$ cat src/rtl/elevator_trip_scheduler.sv
// elevator_trip_scheduler
// Single-car trip sequencer: captures (pickup, drop-off) requests on the rising
// edge of input_confirm, queues them in a small FIFO and runs each trip as
// move-to-pickup, door dwell, move-to-destination, door dwell.
// Optional build macro: ELEVATOR_ESTOP_EN adds an active-high estop input that
// freezes step/door counting and holds the car while asserted.
module elevator_trip_scheduler #(
  parameter  int unsigned NUM_FLOORS  = 9,
  parameter  int unsigned FIFO_DEPTH  = 4,
  parameter  int unsigned STEP_CYCLES = 25000000,
  parameter  int unsigned DOOR_CYCLES = 50000000,
  localparam int unsigned CNT_W       = $clog2(FIFO_DEPTH + 1)
) (
  input  logic             clk,
  input  logic             rst_n,
`ifdef ELEVATOR_ESTOP_EN
  input  logic             estop,
`endif
  input  logic [4:0]       req_current,
  input  logic [4:0]       req_destination,
  input  logic             input_confirm,
  output logic [4:0]       car_floor,
  output logic             moving_up,
  output logic             moving_down,
  output logic             door_open,
  output logic             busy,
  output logic [CNT_W-1:0] fifo_count,
  output logic             trip_done,
  output logic             req_drop,
  output logic             req_err
);

  localparam int unsigned FLOOR_W = 5;
  localparam int unsigned PTR_W   = $clog2(FIFO_DEPTH);
  localparam int unsigned STEP_W  = $clog2(STEP_CYCLES);
  localparam int unsigned DOOR_W  = $clog2(DOOR_CYCLES);

  typedef enum logic [2:0] {
    IDLE,
    MOVE_PICK,
    DOOR_PICK,
    MOVE_DEST,
    DOOR_DEST
  } state_t;

  typedef struct packed {
    logic [FLOOR_W-1:0] pick;
    logic [FLOOR_W-1:0] dest;
  } trip_t;

  state_t             state, state_d;
  logic               confirm_q;
  trip_t              fifo_mem [FIFO_DEPTH];
  logic [PTR_W-1:0]   wr_ptr, rd_ptr;
  logic [CNT_W-1:0]   count_d;
  logic [FLOOR_W-1:0] pick, dest, pick_d, dest_d, floor_d, target_c;
  logic [STEP_W-1:0]  step_cnt, step_d;
  logic [DOOR_W-1:0]  door_cnt, door_d;
  trip_t              head_c;
  logic               confirm_rise_c, floor_ok_c, fifo_full_c;
  logic               pop_c, push_c, err_c, drop_c, freeze_c;
  logic               done_d, moving_up_d, moving_down_d, door_open_d, busy_d;

`ifdef ELEVATOR_ESTOP_EN
  assign freeze_c = estop;
`else
  assign freeze_c = 1'b0;
`endif

  // Request capture and FIFO push/pop qualification
  assign confirm_rise_c = input_confirm & ~confirm_q;
  assign floor_ok_c     = (req_current != '0) && (req_current <= FLOOR_W'(NUM_FLOORS)) &&
                          (req_destination != '0) && (req_destination <= FLOOR_W'(NUM_FLOORS));
  assign fifo_full_c    = (fifo_count == CNT_W'(FIFO_DEPTH));
  assign head_c         = fifo_mem[rd_ptr];
  assign pop_c          = (state == IDLE) && (fifo_count != '0) && !freeze_c;
  assign push_c         = confirm_rise_c && floor_ok_c && (!fifo_full_c || pop_c);
  assign err_c          = confirm_rise_c && !floor_ok_c;
  assign drop_c         = confirm_rise_c && floor_ok_c && fifo_full_c && !pop_c;

  // Queue occupancy after this cycle's push/pop
  always_comb begin
    count_d = fifo_count;
    if (push_c && !pop_c) begin
      count_d = fifo_count + CNT_W'(1);
    end else if (!push_c && pop_c) begin
      count_d = fifo_count - CNT_W'(1);
    end
  end

  // FIFO storage; entries are only meaningful between rd_ptr and wr_ptr
  always_ff @(posedge clk) begin
    if (push_c) begin
      fifo_mem[wr_ptr] <= trip_t'{pick: req_current, dest: req_destination};
    end
  end

  // Trip sequencing: next state, position and counters
  always_comb begin
    state_d  = state;
    pick_d   = pick;
    dest_d   = dest;
    floor_d  = car_floor;
    step_d   = step_cnt;
    door_d   = door_cnt;
    done_d   = 1'b0;
    target_c = (state == MOVE_DEST) ? dest : pick;
    case (state)
      IDLE: begin
        if (pop_c) begin
          pick_d  = head_c.pick;
          dest_d  = head_c.dest;
          step_d  = '0;
          state_d = MOVE_PICK;
        end
      end
      MOVE_PICK, MOVE_DEST: begin
        if (!freeze_c) begin
          if (car_floor == target_c) begin
            step_d  = '0;
            door_d  = '0;
            state_d = (state == MOVE_PICK) ? DOOR_PICK : DOOR_DEST;
          end else if (step_cnt == STEP_W'(STEP_CYCLES - 1)) begin
            step_d  = '0;
            floor_d = (target_c > car_floor) ? car_floor + FLOOR_W'(1)
                                             : car_floor - FLOOR_W'(1);
          end else begin
            step_d = step_cnt + STEP_W'(1);
          end
        end
      end
      DOOR_PICK, DOOR_DEST: begin
        if (!freeze_c) begin
          if (door_cnt == DOOR_W'(DOOR_CYCLES - 1)) begin
            door_d = '0;
            if ((state == DOOR_PICK) && (dest != pick)) begin
              state_d = MOVE_DEST;
            end else begin
              state_d = IDLE;
              done_d  = 1'b1;
            end
          end else begin
            door_d = door_cnt + DOOR_W'(1);
          end
        end
      end
      default: begin
        state_d = IDLE;
      end
    endcase
  end

  // Display outputs derived from the upcoming state so they register in step with it
  always_comb begin
    moving_up_d   = 1'b0;
    moving_down_d = 1'b0;
    door_open_d   = 1'b0;
    busy_d        = (state_d != IDLE) || (count_d != '0);
    if (state_d == MOVE_PICK) begin
      moving_up_d   = pick_d > floor_d;
      moving_down_d = pick_d < floor_d;
    end else if (state_d == MOVE_DEST) begin
      moving_up_d   = dest_d > floor_d;
      moving_down_d = dest_d < floor_d;
    end else if ((state_d == DOOR_PICK) || (state_d == DOOR_DEST)) begin
      door_open_d = 1'b1;
    end
    if (freeze_c) begin
      moving_up_d   = 1'b0;
      moving_down_d = 1'b0;
      if (step_d == '0) begin
        door_open_d = 1'b1;
      end
    end
  end

  // State, pointers, counters and registered outputs
  always_ff @(posedge clk or negedge rst_n) begin
    if (!rst_n) begin
      state       <= IDLE;
      confirm_q   <= 1'b0;
      wr_ptr      <= '0;
      rd_ptr      <= '0;
      fifo_count  <= '0;
      pick        <= FLOOR_W'(1);
      dest        <= FLOOR_W'(1);
      car_floor   <= FLOOR_W'(1);
      step_cnt    <= '0;
      door_cnt    <= '0;
      moving_up   <= 1'b0;
      moving_down <= 1'b0;
      door_open   <= 1'b0;
      busy        <= 1'b0;
      trip_done   <= 1'b0;
      req_drop    <= 1'b0;
      req_err     <= 1'b0;
    end else begin
      state       <= state_d;
      confirm_q   <= input_confirm;
      if (push_c) begin
        wr_ptr <= wr_ptr + PTR_W'(1);
      end
      if (pop_c) begin
        rd_ptr <= rd_ptr + PTR_W'(1);
      end
      fifo_count  <= count_d;
      pick        <= pick_d;
      dest        <= dest_d;
      car_floor   <= floor_d;
      step_cnt    <= step_d;
      door_cnt    <= door_d;
      moving_up   <= moving_up_d;
      moving_down <= moving_down_d;
      door_open   <= door_open_d;
      busy        <= busy_d;
      trip_done   <= done_d;
      req_drop    <= drop_c;
      req_err     <= err_c;
    end
  end

endmodule

$ cat config.mk
export PLATFORM = sky130hd
export DESIGN_NAME = elevator_trip_scheduler
export DESIGN_NICKNAME = d
export VERILOG_FILES = /design/src/rtl/elevator_trip_scheduler.sv
export SDC_FILE = /design/constraint.sdc
export NUM_CORES = 1
export LEC_CHECK = 0
export CORE_MARGIN = 4
export CORE_UTILIZATION = 50
export CTS_CLUSTER_DIAMETER = 150
export DETAILED_ROUTE_END_ITERATION = 16
export MAX_ROUTING_LAYER = met4
export PLACE_DENSITY = 0.72
export SYNTH_ARGS = -nofsm -noshare
export SYNTH_HDL_FRONTEND = slang
export SYNTH_SLANG_ARGS = --single-unit
$ cat constraint.sdc
create_clock -name clk -period 5.5 [get_ports clk]
set_input_delay 0.825 -clock clk [delete_from_list [all_inputs] [get_ports clk]]
set_output_delay 0.825 -clock clk [all_outputs]
set_load 0.01 [all_outputs]
======== Yosys cells after proc, flatten, opt, wreduce, memory -nomap -nowiden ========
Memory sizes are Yosys's and may differ from the RTL's.
Cells that the tools add are included.
storage, ports and cells
  register bits ........................... 84
  memory bits (writable) .................. 40
  input port bits ......................... 13
  output and inout bits ................... 15
  word-level logic and storage cells ...... 117
  memories kept ........................... 1
operators by class
  $add $sub $neg .......................... 8
  order comparisons ....................... 7
  equal/unequal tests ..................... 15
  multiplexer cells ....................... 36
  bitwise gates (word level) .............. 2
  reduce and logical (&&, ||, !) cells .... 31
memories
  memory    words  width  read ports  clocked after Yosys merged registers in  write ports  RTL line  RTL
  fifo_mem  4      10     1           0                                        1            53        trip_t fifo_mem [FIFO_DEPTH];
operators by type and width
  kind                   count
  $mux 25                3
  $mux 26                2
  $pmux 26 s2            1
  $pmux 25 s2            1
  $mux 5                 9
  $add 26x1->26 const B  1
  $eq 26x26->1 const B   1
  $add 25x1->25 const B  1
  $eq 25x25->1 const B   1
  $mux 3                 6
  $gt 5x5->1             3
  $eq 3x2->1 const B     4
  $logic_and 1x1->1      12
  $mux 1                 12
  $le 5x4->1 const B     2
  $lt 5x5->1             2
  $reduce_bool 5->1      2
  $eq 3x3->1 const B     3
  $pmux 3 s3             1
  $reduce_bool 3->1      3
  $eq 3x1->1 const B     2
  $add 5x1->5 const B    1
  $eq 5x5->1             1
  $ne 5x5->1             1
  other kinds (14)       24

======== Depth between registers and ports, before layout ========
  depth in word-level cells ............... 12
  depth in mapped cells ................... 22
  gate-level depth less buffers ........... 21

======== Worst setup path after synthesis ========
OpenSTA, ideal clock, no wires.
  path type ............................... reg2reg
  from .................................... reg state[0]
  to ...................................... reg moving_up
  library setup time ...................... 125 ps
  arrival time ............................ 4,821 ps
  data required time ...................... 5,375 ps
  setup slack ............................. 555 ps
  stages on the path, launching flop included .. 23
  buffers on the path ..................... 1
  clock period less this slack ............ 4,945 ps
  cells stage by stage .................... dfrtp_1 -> buf_2 -> and2b_1 -> nand2_1 -> mux2_2 -> ha_1 -> a21o_1 -> a21o_1 -> a221oi_1 -> or2_2 -> inv_1 -> fa_1 -> inv_1 -> a21o_1 -> a21oi_1 -> or3_1 -> a21oi_1 -> xnor2_1 -> ha_1 -> and2_0 -> a221o_1 -> and3_1 -> mux2_2
on the way
  longest elaborated chain between the ends .. 10
  elaborated cells between the ends (all ways) .. 32
  classes of those cells .................. order compare (3); eq/ne (7); mux (17); reduce/logical (5)
RTL lines
  what                    RTL line  RTL
  from (decl)             51        state_t state, state_d;
  from (signal assigned)  198       state <= state_d;
  $eq 3x2->1              107, 108
  $mux 5                  107       target_c = (state == MOVE_DEST) ? dest : pick;
  $gt 5x5->1              125       floor_d = (target_c > car_floor) ? car_floor + FLOOR_W'(1)
  $mux 5                  125
  $mux 5                  123       end else if (step_cnt == STEP_W'(STEP_CYCLES - 1)) begin
  $mux 5                  119       if (car_floor == target_c) begin
  $mux 5                  108       case (state)
  $gt 5x5->1              163       moving_up_d = dest_d > floor_d;
  $mux 1                  162       end else if (state_d == MOVE_DEST) begin
  $mux 1 (*)              159       if (state_d == MOVE_PICK) begin
  named net moving_up_d   62        logic done_d, moving_up_d, moving_down_d, door_open_d, busy_d;
  to (signal assigned)    212       moving_up <= moving_up_d;
  to (decl)               23        output logic moving_up,
Mark *: on every way through the listed nets, which the timed path passes. The rest lies on a longest branch.
A chain may end at the register's enable or synchronous reset.

======== Worst setup path in the final report ========
Same ends and word-level chain as after synthesis.

==> impl_metrics.env <==
export IMPL_status="finished clean"
export IMPL_core_um2=12200
export IMPL_postSynthRegisterBits=124
export IMPL_drv_slew=0
export IMPL_finalPower_uw=3530
export IMPL_cp_data_arrival_time_ns=5.45
export IMPL_routed_via_count=4271
export IMPL_setup_worst_path_end="moving_up"
export IMPL_syn_avg_cell_area_um2=11.3
export IMPL_syn_inst=558
export IMPL_crit_start="state[0]"
export IMPL_drt_iter0_markers=350
export IMPL_num_fill_cells=971
export IMPL_die_w_um=120
export IMPL_post_synth_top_count_cell="dfrtp_1"
export IMPL_wirelength_mm=12.7
export IMPL_synthTopCellsByCount="dfrtp_1, nand2_1, nor2_1, edfxtp_1, xnor2_1"
export IMPL_grt_use_total_pct=20.0
export IMPL_timing_rr_start="state[0]"
export IMPL_cts_tree="built"
export IMPL_fin_worst_skew_ns=0.00849
export IMPL_clock_fmax_ghz=0.194
export IMPL_path_clk_slew_ns=0.06
export IMPL_crit_fanout=6
export IMPL_diodes=0
export IMPL_yosysSeqAreaShare_pct=52.5
export IMPL_via_per_inst=5.52
export IMPL_initial_core_util_pct=51.8
export IMPL_synth_area_um2=6300
export IMPL_internal_power_uw=2280
export IMPL_clockPowerShare_pct=31.6
export IMPL_yosysUniqueCellTypes=60
export IMPL_setup_viol=0
export IMPL_gr_max_usage_layer="met2"
export IMPL_port_buffers=27
export IMPL_grt_overflow=0
export IMPL_gr_usage_met2_pct=30.4
export IMPL_syn_to_final_growth_pct=16.4
export IMPL_r2r_end="moving_up"
export IMPL_fin_cells=774
export IMPL_grt_start_max_net_pins=85
export IMPL_globalplace_congestion=0.848
export IMPL_p_switching_uw=1250
export IMPL_end_kind="register"
export IMPL_clk_latency_ns=0.42
export IMPL_grt_pass1_wl_mm=22.1
export IMPL_cts_hold_fix_buffers=0
export IMPL_combPwrFrac_pct=33.9
export IMPL_hp_class="register to register"
export IMPL_cap_viol_max_count=0
export IMPL_postCtsSetupRepairBufs=0
export IMPL_startpoint_type="register"
export IMPL_p_leak_uw=0.00298
export IMPL_first_pass_iters=4
export IMPL_grt_antenna_before_repair=0
export IMPL_synth_top_area_share_pct=32.2
export IMPL_nets=634
export IMPL_syn_num_nets=599
export IMPL_root_buffer="clkbuf_16"
export IMPL_reg2regPathDepth=21
export IMPL_fp_dieArea_um2=14500
export IMPL_ff2ff_setup_slack_ns=0.35
export IMPL_yosys_area_top_type="dfrtp_1"
export IMPL_met1_usage_pct=26.5
export IMPL_cp_required_ns=5.80
export IMPL_post_dp_hpwl_mm=8.71
export IMPL_pin_count=28
export IMPL_drc=0
export IMPL_ant_nets=0
export IMPL_hold_viol=0
export IMPL_drive_gt1_share_pct=11.4
export IMPL_clkSinkCount=124
export IMPL_yosysWarnings=0
export IMPL_synthFlopType="dfrtp_1"
export IMPL_grt_pass1_vias=4409
export IMPL_ir_worst_vdd_mv=0.278
export IMPL_ys_async_sr_fraction_pct=67.7
export IMPL_fin_crit_sh_pct=93.6
export IMPL_maxSlewHeadroom_pct=29.6
export IMPL_die_h_um=120
export IMPL_crit_type="register to register"
export IMPL_dp_cells=742
export IMPL_fin_crit_ns=5.15
export IMPL_row_count=40
export IMPL_ys_top_cells_by_area="dfrtp_1, edfxtp_1, ha_1"
export IMPL_setup_tns_ns=0
export IMPL_cts_made_buffers=17
export IMPL_tightest_slew_ns=1.06
export IMPL_clk_path_buf_depth=2
export IMPL_htree_levels=4
export IMPL_synth_edf_count=40
export IMPL_rsz0062_at_grt="false"
export IMPL_routedWlPerCell_um=16.4
export IMPL_use_met3_pct=5.57
export IMPL_p_per_area_nw_per_um2=482
export IMPL_hold_slack_ns=0.442
export IMPL_p_seq_share_pct=34.5
export IMPL_swShare_pct=35.4
==> cells in the final DEF (no fill, tap or decap), drive strengths merged, types with 3 or more instances in the layout <==
cell type       n
nor4b           4
edfxtp         40
inv            31
clkdlybuf4s50  26
nand2b          4
clkinv          5
ha             27
or4             6
a21o            4
or3             5
nor3           14
nor2b           5
and2            8
buf             6
nand3          22
nor3b           5
nand4          12
dfstp           3
clkbuf         17
mux4           10
o21ai          19
dfrtp          81
and4            5
o21a            3
mux2            8
nor2           55
mux2i           4
xnor2          32
nand2          55
and3           10
o31ai           6
nor4           11
xor2           22
a21oi          13
==> critical path, stage by stage (launching register included) <==
cell,delay (ns)
dfrtp_1,0.37
and2b_1,0.21
nand2_2,0.16
mux2_2,0.36
ha_1,0.29
a21o_1,0.18
a21o_1,0.17
a221oi_1,0.35
or2_2,0.22
inv_1,0.06
fa_1,0.39
inv_1,0.07
a21o_1,0.10
a21oi_1,0.06
or3_1,0.31
a21oi_1,0.25
xnor2_1,0.23
ha_1,0.31
and2_0,0.18
a221o_1,0.33
and3_1,0.17
mux2_2,0.25
==> per-layer routing <==
layer  routed length [µm]  share of wire (%)  up-vias
met4                  136                1.1        0
li1                     -                  -     2077
met2                 6190                 49       74
met3                  486                3.8       12
met5                    0                  0        -
met1                 5900                 46     2108
==> per-stage QoR <==
step	utilization [%]	area, µm²	worst slack (ns)
2_1_floorplan	-	6300	0.555
3_3_place_gp	55.4	6740	0.554
6_report	60.3	7330	0.354
3_5_place_dp	55.4	6740	0.351
5_1_grt	60.3	7330	0.0847
4_1_cts	60.3	7330	0.322
==> worst min-delay path by stage <==
stage	to	from	cells past startpoint	slack, ns
detailed placement	req_err	confirm_q	1	0.43
CTS	req_err	confirm_q	1	0.44
floorplan	req_err	confirm_q	1	0.41
finish	req_err	confirm_q	1	0.44
global route	req_err	confirm_q	1	0.47
global placement	req_err	confirm_q	1	0.43
==> sequential cells by signal (all words and copies together) (netlist names) <==
| signal | cells |
|---|---|
| busy | 1 |
| car_floor | 5 |
| confirm_q | 1 |
| dest | 5 |
| door_cnt | 26 |
| door_open | 1 |
| fifo_count | 3 |
| fifo_mem | 40 |
| moving_down | 1 |
| moving_up | 1 |
| pick | 5 |
| rd_ptr | 2 |
| req_drop | 1 |
| req_err | 1 |
| state | 3 |
| step_cnt | 25 |
| trip_done | 1 |
| wr_ptr | 2 |
==> cells by family after synthesis <==
group / synth area share, %
XOR/XNOR: 7.51
buffers and inverters: 2.66
AND/OR/NAND/NOR: 19.5
AO/OA/AOI/OAI: 6.53
flip-flops: 52.5
multiplexers: 5.64
adder cells (fa/ha/maj): 5.68
==> timing repair <==
item                                    CTS  global route
hold endpoints to repair                  0             0
gates resized for setup                   0             1
endpoints found under the setup margin    0             1
==> layout make-up <==
type	count	area, µm²	area share, %
Clock inverter	15	161	2.20
Timing Repair Buffer	32	305	4.16
Sequential cell	124	3310	45.1
Tap cell	168	210	2.87
Clock buffer	17	425	5.80
Inverter	25	93.8	1.28
Multi-Input combinational cell	393	2830	38.6
==> power groups by stage <==
| stage | clock network, µW | registers (µW) | logic (µW) |
|---|---|---|---|
| 2_1_floorplan | 0 | 1170 | 918 |
| 5_1_grt | 1180 | 1240 | 1360 |
| 3_3_place_gp | 0 | 1230 | 1130 |
| 6_report | 1120 | 1220 | 1200 |
| 4_1_cts | 1140 | 1220 | 1200 |
| 3_5_place_dp | 0 | 1230 | 1190 |
No activity file was read; power rests on OpenSTA's default activity.
